### src/rtl/maxnet_ctrl_if.sv
// Handshake and datapath-control bundle between the MAXNET sequencer and its datapath.
// The controller uses the slave view; the datapath (or a bench) uses master.
interface maxnet_ctrl_if;
  logic       start;
  logic       zer;
  logic [4:0] dp_out;
  logic       sel;
  logic       wen;
  logic       wene;
  logic       busy;
  logic       done;
  logic       timeout;
  logic [4:0] result;
  logic [4:0] iter_cnt;

  modport master (
    output start, zer, dp_out,
    input  sel, wen, wene, busy, done, timeout, result, iter_cnt
  );

  modport slave (
    input  start, zer, dp_out,
    output sel, wen, wene, busy, done, timeout, result, iter_cnt
  );
endinterface

### src/rtl/maxnet_ctrl.sv
// MAXNET winner-take-all sequencer: loads the x/epsilon registers, then iterates
// processing-unit updates until the datapath flags termination or MAX_ITER is reached.
//
// state  | meaning
// IDLE   | waiting for start, datapath held on feedback
// LOAD   | external inputs written into x/epsilon/initial-value registers
// WAIT   | PU_LAT-cycle settle of the processing units
// CHECK  | sample zer/dp_out, decide finish or iterate
// UPDATE | write processing-unit feedback into x registers
// DONE   | one-cycle completion pulse
module maxnet_ctrl #(
  parameter int PU_LAT   = 2,
  parameter int MAX_ITER = 20
) (
  input logic          clk,
  input logic          rst,
  maxnet_ctrl_if.slave bus
);

  typedef enum logic [2:0] {
    ST_IDLE,
    ST_LOAD,
    ST_WAIT,
    ST_CHECK,
    ST_UPDATE,
    ST_DONE
  } state_t;

  state_t     state;
  logic [3:0] wait_cnt;

  // Outputs are assigned alongside each transition so they always reflect the
  // state being entered, keeping inputs off every output path.
  always_ff @(posedge clk or negedge rst) begin
    if (!rst) begin
      state        <= ST_IDLE;
      wait_cnt     <= 4'd0;
      bus.sel      <= 1'b1;
      bus.wen      <= 1'b0;
      bus.wene     <= 1'b0;
      bus.busy     <= 1'b0;
      bus.done     <= 1'b0;
      bus.timeout  <= 1'b0;
      bus.result   <= 5'd0;
      bus.iter_cnt <= 5'd0;
    end else begin
      case (state)
        ST_IDLE: begin
          if (bus.start) begin
            state        <= ST_LOAD;
            bus.sel      <= 1'b0;
            bus.wen      <= 1'b1;
            bus.wene     <= 1'b1;
            bus.busy     <= 1'b1;
            bus.iter_cnt <= 5'd0;
            bus.timeout  <= 1'b0;
            bus.result   <= 5'd0;
            wait_cnt     <= 4'(PU_LAT);
          end
        end

        ST_LOAD: begin
          state    <= ST_WAIT;
          bus.sel  <= 1'b1;
          bus.wen  <= 1'b0;
          bus.wene <= 1'b0;
        end

        ST_WAIT: begin
          if (wait_cnt <= 4'd1) begin
            state    <= ST_CHECK;
            wait_cnt <= 4'd0;
          end else begin
            wait_cnt <= wait_cnt - 4'd1;
          end
        end

        ST_CHECK: begin
          if (bus.zer) begin
            state      <= ST_DONE;
            bus.result <= bus.dp_out;
            bus.done   <= 1'b1;
          end else if (bus.iter_cnt == 5'(MAX_ITER)) begin
            state       <= ST_DONE;
            bus.result  <= bus.dp_out;
            bus.timeout <= 1'b1;
            bus.done    <= 1'b1;
          end else begin
            state   <= ST_UPDATE;
            bus.wen <= 1'b1;
          end
        end

        ST_UPDATE: begin
          state        <= ST_WAIT;
          bus.wen      <= 1'b0;
          bus.iter_cnt <= bus.iter_cnt + 5'd1;
          wait_cnt     <= 4'(PU_LAT);
        end

        ST_DONE: begin
          state    <= ST_IDLE;
          bus.done <= 1'b0;
          bus.busy <= 1'b0;
        end

        default: begin
          state    <= ST_IDLE;
          bus.sel  <= 1'b1;
          bus.wen  <= 1'b0;
          bus.wene <= 1'b0;
          bus.busy <= 1'b0;
          bus.done <= 1'b0;
        end
      endcase
    end
  end

endmodule

### src/flat_wrapper.sv
// flat-port wrapper written by rule: the top's interface ports become plain ports
module maxnet_ctrl_flat 
#(
  parameter int PU_LAT   = 2,
  parameter int MAX_ITER = 20
)
  (clk, rst, bus_start, bus_zer, bus_dp_out, bus_sel, bus_wen, bus_wene, bus_busy, bus_done, bus_timeout, bus_result, bus_iter_cnt);
  maxnet_ctrl_if bus_i ();
  input logic clk;
  input logic rst;
  input wire logic [$bits(bus_i.start)-1:0] bus_start;
  input wire logic [$bits(bus_i.zer)-1:0] bus_zer;
  input wire logic [$bits(bus_i.dp_out)-1:0] bus_dp_out;
  output wire logic [$bits(bus_i.sel)-1:0] bus_sel;
  output wire logic [$bits(bus_i.wen)-1:0] bus_wen;
  output wire logic [$bits(bus_i.wene)-1:0] bus_wene;
  output wire logic [$bits(bus_i.busy)-1:0] bus_busy;
  output wire logic [$bits(bus_i.done)-1:0] bus_done;
  output wire logic [$bits(bus_i.timeout)-1:0] bus_timeout;
  output wire logic [$bits(bus_i.result)-1:0] bus_result;
  output wire logic [$bits(bus_i.iter_cnt)-1:0] bus_iter_cnt;
  assign bus_i.start = bus_start;
  assign bus_i.zer = bus_zer;
  assign bus_i.dp_out = bus_dp_out;
  assign bus_sel = bus_i.sel;
  assign bus_wen = bus_i.wen;
  assign bus_wene = bus_i.wene;
  assign bus_busy = bus_i.busy;
  assign bus_done = bus_i.done;
  assign bus_timeout = bus_i.timeout;
  assign bus_result = bus_i.result;
  assign bus_iter_cnt = bus_i.iter_cnt;
  maxnet_ctrl #(.PU_LAT(PU_LAT), .MAX_ITER(MAX_ITER)) u_core (.clk(clk), .rst(rst), .bus(bus_i));
endmodule
### config.mk
export PLATFORM = sky130hd
export DESIGN_NAME = maxnet_ctrl_flat
export DESIGN_NICKNAME = d
export VERILOG_FILES = /design/src/rtl/maxnet_ctrl_if.sv /design/src/rtl/maxnet_ctrl.sv /design/src/flat_wrapper.sv
export SDC_FILE = /design/constraint.sdc
export NUM_CORES = 1
export LEC_CHECK = 0
export CORE_MARGIN = 3
export CORE_UTILIZATION = 46
export DETAILED_ROUTE_END_ITERATION = 16
export GPL_TIMING_DRIVEN = 0
export HOLD_SLACK_MARGIN = 0.02
export PLACE_DENSITY = 0.73
export SLEW_MARGIN = 20
export SYNTH_ARGS = -nofsm -noshare
export SYNTH_HDL_FRONTEND = slang
export SYNTH_SLANG_ARGS = --single-unit
### constraint.sdc
create_clock -name clk -period 3.16 [get_ports clk]
set_input_delay 0.316 -clock clk [delete_from_list [all_inputs] [get_ports clk]]
set_output_delay 0.316 -clock clk [all_outputs]
set_load 0.01 [all_outputs]
==> metrics.txt <==
I/O Pins 25; total congestion overflow 0; post-synthesis net count 136; portion of netlist area occupied by mux cells 0.958%; root buffer cell sky130_fd_sc_hd__clkbuf_4; most instantiated library cell after synthesis sky130_fd_sc_hd__dfrtp_1; end of the worst hold path u_core.bus.result[1]; post-synthesis area per instance 9.55 um^2; TritonCTS clock tree done; die extent in x 56.5 um; clock tree buffer depth 2; Die Footprint 3200 um^2; reg-to-reg setup timing slack 1590 ps; number of cells traversed by the worst hold path 2; number of different library cells in the post-synthesis netlist 36; kind of end point of the critical path primary output; post-detailed-route DRC marker count 0; Final Non-Filler Cells 179; post-synthesis share of cell area spent on and, or, nand and nor gates 17.9%; flops & latches, synth 23; portion of the post-synthesis area used by sequential elements 49.1%; final worst-path setup slack 1440 ps; ratio of cells with drive above 1 in the final layout 9.27%; synthesized-area fraction occupied by adder cells 4.26%; final weighted congestion of routability-driven global placement 0.771; I/O Buffers 24; post-synthesis compound-gate area fraction 18.6%; TritonRoute pass-1 iters 4; first-iteration detailed-routing DRC count 29; layout overhead on the synthesized area 25.7%; first-pass GRT wire length 4.07 mm; portion of the clock cycle consumed by the worst path in the final layout 54.5%; slowest CP cell sky130_fd_sc_hd__dfstp_2; worst ir drop on vdd 486 uV; post-detailed-route count of antenna-violating nets 0; average detailed-routed wire length per instance 13.4 um; Synth warnings 0; overall via count from detail_route 965; reg2reg path depth 7; type of element launching the critical path flip-flop; Post-synth EDFFs 0; number of slew-limit violations in the final report 0; post-CTS setup-driven buffer insertion count 0; CTS H-tree depth 1; pin count of the biggest net entering global routing 24; average vias per placed instance 5.39; number of hold violations in the final report 0; total power per unit cell area 883 nW/um^2; aggregate global-route resource usage 16.0%; Layout Nets 165; post-synthesis share of cell area spent on xor and xnor gates 2.24%; worst-skew pair later-pin latency 300 ps; worst rel slew slack 35.1%; clock slew at the register clock pins of the worst setup and hold paths 120 ps; Die Span Y 56.5 um; Hold Path Class flip-flop to flip-flop; final count of negative-setup-slack endpoints 0; instance count of the mapped netlist 123; area occupied by registers 577 um^2; kind of critical path flip-flop to primary output; P_leak 0.646 nW; number of core rows 17; maximum frequency from static timing analysis 581 MHz; max-capacitance violation count 0; leading cell types by total area after synthesis sky130_fd_sc_hd__dfrtp_1, sky130_fd_sc_hd__o21ai_0, sky130_fd_sc_hd__nand3_1; number of fill cells in the layout 195; status finished, final reports clean; starting density of the core 50.7%; CP peak stage delay 570 ps; most instantiated cells after synthesis sky130_fd_sc_hd__dfrtp_1, sky130_fd_sc_hd__inv_1, sky130_fd_sc_hd__o21ai_0; final setup skew 2.71 ps; launch point of the worst hold path u_core.bus.result[1]; cell-by-cell listing of the critical path clkdlybuf4s50_1; Hold-fix buffers, CTS 0; Buf+Inv Stages, Crit Path 1; r2r startpoint u_core.bus.iter_cnt[0]; overall routed net length 2.40 mm; proportion of register bits with asynchronous set or reset after synthesis 100%; area of the mapped netlist 1170 um^2; CTS-repair resized insts 0; unrepaired setup endpoints after global routing false; placed wire-length estimate after detailed placement 1.80 mm; area taken by multi-input logic gates 517 um^2; number of buffers inserted during clock tree synthesis 3; critical path data required time 2840 ps; initial antenna violation count 0; critical path peak fanout 4; number of clock sinks 23; actual slew at the worst max-slew pin 970 ps; vias in the first global route 911; signal arrival time at the worst endpoint 1410 ps; setup TNS 0 ps; Placement Setup Slack 1350 ps; Final Critical Period 1720 ps; antenna cells 0; total placed cells including tap cells 175; dominant register cell in the synthesized netlist sky130_fd_sc_hd__dfrtp_1; Yosys top cell by area sky130_fd_sc_hd__dfrtp_1; Largest delay share family, worst path flip-flops; combinational family with the most area after synthesis compound AO/OA/AOI/OAI gates; capturing point of the worst reg2reg path u_core.bus.result[3]; total core area 2320 um^2; area share of the leading cell type in the synthesized netlist 46.9%
-- layout make-up --
class                           instances  area share (%)
Buffer                                  5            2.20
Clock buffer                            4            1.78
Inverter                               13            3.31
Multi-Input combinational cell         82            35.0
Sequential cell                        23            39.1
Tap cell                               28            2.37
Timing Repair Buffer                   24            16.3
-- metrics by stage --
| stage | hold slack (ps) | utilization [%] | total power, mW | instance area (um^2) |
|---|---|---|---|---|
| after global placement | 491 | 62.5 | 1.15 | 1450 |
| after floorplan | 20.4 | - | 0.917 | 1170 |
| after global routing | 547 | 63.7 | 1.41 | 1480 |
| final | 516 | 63.7 | 1.30 | 1480 |
| after CTS | 525 | 63.7 | 1.32 | 1480 |
| after detailed placement | 497 | 62.5 | 1.18 | 1450 |
-- state kept, by name, summed over array words and instances (netlist names) --
signal	flops
u_core.bus.busy	1
u_core.state	3
u_core.bus.wen	1
u_core.bus.result	5
u_core.bus.sel	1
u_core.bus.iter_cnt	5
u_core.wait_cnt	4
u_core.bus.done	1
u_core.bus.timeout	1
u_core.bus.wene	1
-- worst max-delay path by stage --
| stage | start | to | slack [ps] | cells after the start |
|---|---|---|---|---|
| 3_3_place_gp | bus_start | u_core.bus.result[4] | 1390 | 5 |
| 4_1_cts | u_core.bus.sel | bus_sel | 1430 | 1 |
| 3_5_place_dp | bus_start | u_core.bus.result[2] | 1350 | 5 |
| 2_1_floorplan | u_core.bus.iter_cnt[0] | u_core.bus.result[0] | 1740 | 7 |
| 5_1_grt | u_core.bus.sel | bus_sel | 1390 | 1 |
| 6_report | u_core.bus.sel | bus_sel | 1440 | 1 |
-- cell usage in the layout, fill, tap and decap left out, types with 2 or more instances in the layout --
master	count
sky130_fd_sc_hd__a21oi_1	6
sky130_fd_sc_hd__a2bb2oi_1	2
sky130_fd_sc_hd__buf_2	2
sky130_fd_sc_hd__clkbuf_1	2
sky130_fd_sc_hd__clkbuf_4	3
sky130_fd_sc_hd__clkdlybuf4s50_1	24
sky130_fd_sc_hd__dfrtp_1	22
sky130_fd_sc_hd__ha_1	4
sky130_fd_sc_hd__inv_1	13
sky130_fd_sc_hd__nand2_1	7
sky130_fd_sc_hd__nand3_1	11
sky130_fd_sc_hd__nor2_1	7
sky130_fd_sc_hd__nor2b_1	2
sky130_fd_sc_hd__nor4_1	2
sky130_fd_sc_hd__o21ai_0	12
sky130_fd_sc_hd__o21ai_1	6
sky130_fd_sc_hd__o21ai_2	2
sky130_fd_sc_hd__or3_4	2
sky130_fd_sc_hd__xor2_1	3
-- cells by family after synthesis --
family                     count (synthesis)
and+or+nand+nor                           38
AOI/OAI and AO/OA                         36
DFF                                       23
buffers and inverters                     18
adders and majority gates                  4
xor gates and xnor gates                   3
muxes                                      1
-- power breakdown --
group / leakage (nW) / internal, mW / switching [mW] / total, mW
clock: 0.0150 / 0.0492 / 0.0833 / 0.132
combinational: 0.339 / 0.329 / 0.336 / 0.665
sequential: 0.292 / 0.408 / 0.0967 / 0.505
-- layer usage --
layer | track usage (%) | part of all wire [%] | up-vias
met4 | 7.12 | 1.2 | 0
met1 | 21.0 | 47 | 460
met2 | 25.2 | 48 | 16
li1 | - | - | 485
met3 | 3.22 | 4.2 | 4
met5 | 0 | 0 | -
Note: power is estimated with default switching activity, not from simulation.
